[src/rtl/mdu_exe_unit.sv]
// mdu_exe_unit: iterative multiply/divide execution unit.
// Shift-add multiply and restoring divide, one bit per cycle, on operand
// magnitudes with the result sign applied on the final iteration.
// Optional feature macro MDU_EARLY_OUT_EN: zero operands, divide-by-zero and
// signed divide overflow complete straight from accept without iterating.
module mdu_exe_unit #(
    parameter int DATA_W = 32,
    parameter int TAG_W  = 5
) (
    input  logic              i_aclk,
    input  logic              i_areset_n,
    input  logic              i_valid,
    output logic              o_ready,
    input  logic [2:0]        i_op,
    input  logic [DATA_W-1:0] i_op_a,
    input  logic [DATA_W-1:0] i_op_b,
    input  logic [TAG_W-1:0]  i_tag,
    input  logic              i_flush,
    output logic              o_valid,
    input  logic              i_ready,
    output logic [DATA_W-1:0] o_result,
    output logic [TAG_W-1:0]  o_tag,
    output logic              o_busy
);

    localparam int CNT_W = $clog2(DATA_W + 1);
    localparam logic [CNT_W-1:0] CNT_ONE  = CNT_W'(1);
    localparam logic [CNT_W-1:0] CNT_LOAD = CNT_W'(DATA_W);

    localparam logic [2:0] OP_MUL    = 3'd0;
    localparam logic [2:0] OP_MULH   = 3'd1;
    localparam logic [2:0] OP_MULHSU = 3'd2;
    localparam logic [2:0] OP_MULHU  = 3'd3;
    localparam logic [2:0] OP_DIV    = 3'd4;
    localparam logic [2:0] OP_DIVU   = 3'd5;
    localparam logic [2:0] OP_REM    = 3'd6;

    typedef enum logic [1:0] {S_IDLE, S_CALC, S_DONE} state_t;

    state_t                r_state;
    state_t                w_state_next;
    logic [2:0]            r_op;
    logic [CNT_W-1:0]      r_cnt;
    logic [DATA_W-1:0]     r_mcand;
    logic [2*DATA_W-1:0]   r_prod;
    logic                  r_neg;
    logic                  r_rem_neg;
    logic                  r_div0;
    logic [DATA_W-1:0]     r_result;
    logic [TAG_W-1:0]      r_tag;

    logic                  w_accept;
    logic                  w_a_sign;
    logic                  w_b_sign;
    logic [DATA_W-1:0]     w_a_mag;
    logic [DATA_W-1:0]     w_b_mag;
    logic                  w_b_zero;
    logic                  w_early;
    logic [DATA_W-1:0]     w_early_result;
    logic [DATA_W:0]       w_sum;
    logic [DATA_W:0]       w_shift;
    logic [DATA_W:0]       w_diff;
    logic                  w_ge;
    logic [2*DATA_W-1:0]   w_step;
    logic [2*DATA_W-1:0]   w_prod_signed;
    logic [DATA_W-1:0]     w_final;

    assign w_accept = (r_state == S_IDLE) & i_valid & ~i_flush;

    // Operand decode: which operands are signed, and their magnitudes
    assign w_a_sign = i_op_a[DATA_W-1] & ((i_op == OP_MULH) | (i_op == OP_MULHSU) |
                                          (i_op == OP_DIV)  | (i_op == OP_REM));
    assign w_b_sign = i_op_b[DATA_W-1] & ((i_op == OP_MULH) | (i_op == OP_DIV) |
                                          (i_op == OP_REM));
    assign w_a_mag  = w_a_sign ? -i_op_a : i_op_a;
    assign w_b_mag  = w_b_sign ? -i_op_b : i_op_b;
    assign w_b_zero = (i_op_b == '0);

`ifdef MDU_EARLY_OUT_EN
    logic w_a_zero;
    logic w_div_ovf;
    assign w_a_zero  = (i_op_a == '0);
    assign w_div_ovf = i_op[2] & ~i_op[0] &
                       (i_op_a == {1'b1, {(DATA_W-1){1'b0}}}) & (&i_op_b);
    assign w_early   = w_a_zero | w_b_zero | w_div_ovf;

    // Direct results for the trivially-known cases; any other zero operand gives 0
    always_comb begin
        w_early_result = '0;
        if (i_op[2]) begin
            if (w_b_zero) begin
                w_early_result = i_op[1] ? i_op_a : '1;
            end else if (w_div_ovf) begin
                w_early_result = i_op[1] ? '0 : i_op_a;
            end
        end
    end
`else
    assign w_early        = 1'b0;
    assign w_early_result = '0;
`endif

    // One iteration: multiply adds the multiplicand into the high half and shifts
    // right; divide shifts the remainder/quotient pair left and trial-subtracts
    always_comb begin
        w_sum   = {1'b0, r_prod[2*DATA_W-1:DATA_W]} + (r_prod[0] ? {1'b0, r_mcand} : '0);
        w_shift = {r_prod[2*DATA_W-1:DATA_W], r_prod[DATA_W-1]};
        w_diff  = w_shift - {1'b0, r_mcand};
        w_ge    = ~w_diff[DATA_W];
        if (r_op[2]) begin
            w_step = {(w_ge ? w_diff[DATA_W-1:0] : w_shift[DATA_W-1:0]),
                      r_prod[DATA_W-2:0], w_ge};
        end else begin
            w_step = {w_sum, r_prod[DATA_W-1:1]};
        end
    end

    // Sign fix-up and result selection from the last iteration's value
    always_comb begin
        w_prod_signed = r_neg ? -w_step : w_step;
        case (r_op)
            OP_MUL:                      w_final = w_prod_signed[DATA_W-1:0];
            OP_MULH, OP_MULHSU, OP_MULHU: w_final = w_prod_signed[2*DATA_W-1:DATA_W];
            OP_DIV, OP_DIVU: begin
                if (r_div0) begin
                    w_final = '1;
                end else begin
                    w_final = r_neg ? -w_step[DATA_W-1:0] : w_step[DATA_W-1:0];
                end
            end
            default: w_final = r_rem_neg ? -w_step[2*DATA_W-1:DATA_W]
                                         : w_step[2*DATA_W-1:DATA_W];
        endcase
    end

    // State register
    always_ff @(posedge i_aclk or negedge i_areset_n) begin
        if (!i_areset_n) begin
            r_state <= S_IDLE;
        end else begin
            r_state <= w_state_next;
        end
    end

    // Next state: flush wins over both accept and output handshake
    always_comb begin
        w_state_next = r_state;
        case (r_state)
            S_IDLE: begin
                if (w_accept) begin
                    w_state_next = w_early ? S_DONE : S_CALC;
                end
            end
            S_CALC: begin
                if (i_flush) begin
                    w_state_next = S_IDLE;
                end else if (r_cnt == CNT_ONE) begin
                    w_state_next = S_DONE;
                end
            end
            S_DONE: begin
                if (i_flush || i_ready) begin
                    w_state_next = S_IDLE;
                end
            end
            default: w_state_next = S_IDLE;
        endcase
    end

    // Datapath: capture on accept, iterate in CALC, register the result on the last step
    always_ff @(posedge i_aclk or negedge i_areset_n) begin
        if (!i_areset_n) begin
            r_op      <= '0;
            r_cnt     <= '0;
            r_mcand   <= '0;
            r_prod    <= '0;
            r_neg     <= 1'b0;
            r_rem_neg <= 1'b0;
            r_div0    <= 1'b0;
            r_result  <= '0;
            r_tag     <= '0;
        end else if (w_accept) begin
            r_op      <= i_op;
            r_tag     <= i_tag;
            r_cnt     <= CNT_LOAD;
            r_neg     <= w_a_sign ^ w_b_sign;
            r_rem_neg <= w_a_sign;
            r_div0    <= w_b_zero;
            if (i_op[2]) begin
                r_prod  <= {{DATA_W{1'b0}}, w_a_mag};
                r_mcand <= w_b_mag;
            end else begin
                r_prod  <= {{DATA_W{1'b0}}, w_b_mag};
                r_mcand <= w_a_mag;
            end
            if (w_early) begin
                r_result <= w_early_result;
            end
        end else if (r_state == S_CALC && !i_flush) begin
            r_prod <= w_step;
            r_cnt  <= r_cnt - CNT_ONE;
            if (r_cnt == CNT_ONE) begin
                r_result <= w_final;
            end
        end
    end

    assign o_ready  = (r_state == S_IDLE);
    assign o_valid  = (r_state == S_DONE);
    assign o_busy   = (r_state != S_IDLE);
    assign o_result = r_result;
    assign o_tag    = r_tag;

endmodule

[config.mk]
export PLATFORM = sky130hd
export DESIGN_NAME = mdu_exe_unit
export DESIGN_NICKNAME = d
export VERILOG_FILES = /design/src/rtl/mdu_exe_unit.sv
export SDC_FILE = /design/constraint.sdc
export NUM_CORES = 1
export LEC_CHECK = 0
export CORE_MARGIN = 2
export CORE_UTILIZATION = 30
export CTS_CLUSTER_SIZE = 8
export DETAILED_ROUTE_END_ITERATION = 8
export PLACE_DENSITY = 0.44
export SLEW_MARGIN = 10
export SYNTH_ARGS = -nofsm -noshare
export SYNTH_HDL_FRONTEND = slang
export SYNTH_SLANG_ARGS = --single-unit
[constraint.sdc]
create_clock -name i_aclk -period 6 [get_ports i_aclk]
set_input_delay 0.6 -clock i_aclk [delete_from_list [all_inputs] [get_ports i_aclk]]
set_output_delay 0.6 -clock i_aclk [all_outputs]
set_load 0.02 [all_outputs]
==> qor.yml <==
outcome: "finished, final reports clean"
core_area_um2: 52660
yosys-top-cells-area: "sky130_fd_sc_hd__dfrtp_1 (23%), sky130_fd_sc_hd__nand2_1 (6.9%), sky130_fd_sc_hd__o21ai_0 (6.8%)"
cap_viol_max_count: 0
global_route.usage.total_pct: 25.65
insertedDiodeCount: 0
die_w_um: 235.2
finalInstanceArea_um2: 18680
worstPathArrival_ps: 5830
worstMarginPinSlew_ps: 1059
drt.antenna.violating_nets: 0
gp_congestion: 0.9503
hold_violations: 0
seqCellArea_um2: 3682
finalCriticalPeriod_ps: 5466
synth_cells: 2133
critPathSlowestCell: "sky130_fd_sc_hd__or3b_1"
place_area_um2: 18070
yosys_warnings: 0
reg_clk_slew_reported_paths_ps: 80
preCtsSetupSlack_ps: 661.1
cts_root_buffer: "sky130_fd_sc_hd__clkbuf_16"
final_critical_path_setup_slack_ps: 534.1
fin_cells: 2921
die_footprint_um2: 55300
hold-worst-slack_ps: 171.4
max-slew-margin-rel_pct: 29.25
critPathRequiredTime_ps: 6360
first_global_vias: 16055
syn_area_per_cell_um2: 7.515
worstHoldPathType: "input port to async pin"
asyncSetResetFlopFracSynth_pct: 100.0
tritoncts_clock_tree: "done"
synth_top_flop_cell: "sky130_fd_sc_hd__dfrtp_1"
critPathMaxFanout: 13
nets: 2369
worstSkewPairLatency_ps: 500
detailroute.via_count: 16838
crit_path_end_kind: "flip-flop"
grt_setup_unrepaired: "no"
drive_gt1_share_pct: 7.568
synth.ff_latch_count: 147
critical-path-max-stage-delay_ps: 480
cts_buffer_depth: 2
routed_via_density: 5.764
cellLeakagePower_nw: 7.469
first_pass_iters: 5
critical_path_class: "flip-flop to flip-flop"
number_of_enable_type_register_cells_in_the_synthesized_netlist: 0
final.fill_count: 5593
die-height_um: 235.2
placement.io_buffers: 116
clock_tree.htree_level_count: 4
power_density_nw_per_um2: 579.8
number_of_cts_inserted_buffers: 17
detail_route.drc_violations: 0
cp-start-kind: "flip-flop"
grt_antenna_before_repair: 7
cts_resized: 0
cp_cell_sequence: "inv_1 > ha_1 > fa_1 > nand2b_1 > a21oi_1 > o21a_1 > o211a_4 > o21ai_4 > nand3_1 > a21boi_0 > ha_1 > o211ai_1 > nor2_2 > nand2_1 > or3_1 > or2_1 > or3b_1 > or3_1 > o21ai_1 > mux2i_1 > o31ai_2"
layout_worst_path_cycle_share_pct: 91.10
finalMaxSlewViolations: 0
setup_tns_ps: 0
number_of_sinks_driven_by_the_clock_tree: 147
synth_seq_area_share_pct: 22.95
cp_num_buf_inv: 1
mappedNetlistArea_um2: 16030
dr.first_iter.drc_count: 1562
cts_post_setup_buffers_inserted: 0
share_of_yosys_cell_area_claimed_by_the_top_area_cell_type_pct: 22.95
vdd_ir_drop_max_mv: 0.3616
multi_input_area_um2: 11580
achievable-frequency_ghz: 0.1830
grt_start_max_net_pins: 99
post-dp-hpwl_mm: 56.26
wl_per_cell_um: 24.53
num_rows: 84
postRouteWirelength_mm: 71.65
fin_worst_skew_ps: 13.79
worst_path_top_cell_family_by_delay: "simple AND/OR/NAND/NOR gates"
grt_pass1_wl_mm: 106.9
area_growth_pct: 16.56
synth_top_cell_by_area: "sky130_fd_sc_hd__dfrtp_1"
synth_cell_types: 108
syn_nets: 2282
boundaryPins: 117
holdBufCountCts: 0
finalSetupViolations: 0
dpl.cell_count: 2889
total_grt_overflow: 0
start_util_pct: 30.44
==> cell usage after synthesis, types with 6 or more instances <==
cell	instances
sky130_fd_sc_hd__nand2_1	296
sky130_fd_sc_hd__o21ai_0	217
sky130_fd_sc_hd__nor2_1	169
sky130_fd_sc_hd__a21oi_1	154
sky130_fd_sc_hd__dfrtp_1	147
sky130_fd_sc_hd__xnor2_1	118
sky130_fd_sc_hd__clkbuf_1	86
sky130_fd_sc_hd__inv_1	72
sky130_fd_sc_hd__ha_1	70
sky130_fd_sc_hd__xor2_1	70
sky130_fd_sc_hd__o211ai_1	62
sky130_fd_sc_hd__and2_1	47
sky130_fd_sc_hd__nor3_1	47
sky130_fd_sc_hd__mux2i_1	37
sky130_fd_sc_hd__a31oi_1	36
sky130_fd_sc_hd__nand3_1	34
sky130_fd_sc_hd__a211oi_1	24
sky130_fd_sc_hd__o31ai_1	24
sky130_fd_sc_hd__nor4_1	23
sky130_fd_sc_hd__a21o_1	22
sky130_fd_sc_hd__nand4_1	22
sky130_fd_sc_hd__a22o_1	18
sky130_fd_sc_hd__nand2b_1	16
sky130_fd_sc_hd__o21ai_1	15
sky130_fd_sc_hd__a221oi_1	14
sky130_fd_sc_hd__buf_2	14
sky130_fd_sc_hd__o221ai_1	14
sky130_fd_sc_hd__and3_1	13
sky130_fd_sc_hd__o21a_1	13
sky130_fd_sc_hd__or3_1	12
sky130_fd_sc_hd__a21boi_0	11
sky130_fd_sc_hd__nand3b_1	10
sky130_fd_sc_hd__nor2b_1	10
sky130_fd_sc_hd__or4_1	10
sky130_fd_sc_hd__o21bai_1	9
sky130_fd_sc_hd__o41ai_1	9
sky130_fd_sc_hd__a41oi_1	7
sky130_fd_sc_hd__nor3b_1	7
sky130_fd_sc_hd__buf_4	6
sky130_fd_sc_hd__o2111ai_1	6
sky130_fd_sc_hd__o31a_1	6
==> kinds of logic after synthesis <==
group / synth area share (%)
compound gates: 30.68
xor+xnor: 10.27
fa+ha+maj: 5.714
buf+inv: 4.910
flops: 22.95
mux: 2.521
simple gates: 22.95
==> report_power, final <==
part | internal [mW] | switching (mW)
Sequential | 1.34 | 0.435
Combinational | 2.78 | 5.12
Clock | 0.597 | 0.564
==> sequential cells by signal, indices dropped and copies added (netlist names) <==
signal and count:
o_result 32, o_tag 5, r_cnt 6, r_div0 1, r_mcand 32, r_neg 1
r_op 3, r_prod 64, r_rem_neg 1, r_state 2
==> placed cells by master (no fill, tap or decap), drive strengths merged, types with 18 or more instances in the layout <==
master and instances:
a21oi 158, o31ai 27, inv 81, o21ai 233
nor3 48, and2 49, nor2 171, a22o 18
xnor2 118, o211ai 63, mux2i 37, clkdlybuf4s50 114
nand2 300, nand3 36, a21o 22, dfrtp 147
ha 70, buf 69, a31oi 38, a211oi 30
nor4 29, xor2 70, nand4 23
==> path summary, 6_finish.rpt <==
check                             start           end  slack, ps  cells after the start
setup / recovery             r_prod[31]  o_result[30]        530                     21
hold / removal               i_areset_n   o_result[2]        170                      1
setup reg to reg             r_prod[31]  o_result[30]        530                     21
hold reg to reg            o_result[27]  o_result[27]        480                      2
max in group asynchronous    i_areset_n    r_prod[15]       4370                      2
min in group i_aclk        o_result[27]  o_result[27]        480                      2
==> per-layer routing <==
layer	share of wire, %	wire, um	track usage (%)	vias to the layer above
met4	2.0	1452	6.770	0
li1	-	-	-	8007
met2	47	33990	42.75	578
met5	0	0	0	-
met3	5.8	4157	3.459	70
met1	45	32060	34.78	8183
==> layout make-up <==
| cell class | instances | area share (%) |
|---|---|---|
| clock buffers | 17 | 2.277 |
| clock inverters | 15 | 1.005 |
| inverters | 74 | 1.487 |
| multi-input cells | 1797 | 61.96 |
| flip-flops and latches | 147 | 19.71 |
| well taps | 688 | 4.608 |
| repair buffers | 183 | 8.954 |
==> through the flow <==
step	power (mW)	utilization, %
floorplan	6.706	-
global placement	9.578	34.32
detailed placement	9.556	34.32
CTS	10.78	35.48
global route	11.55	35.48
finish	10.83	35.48
(Power assumes the default switching activity.)
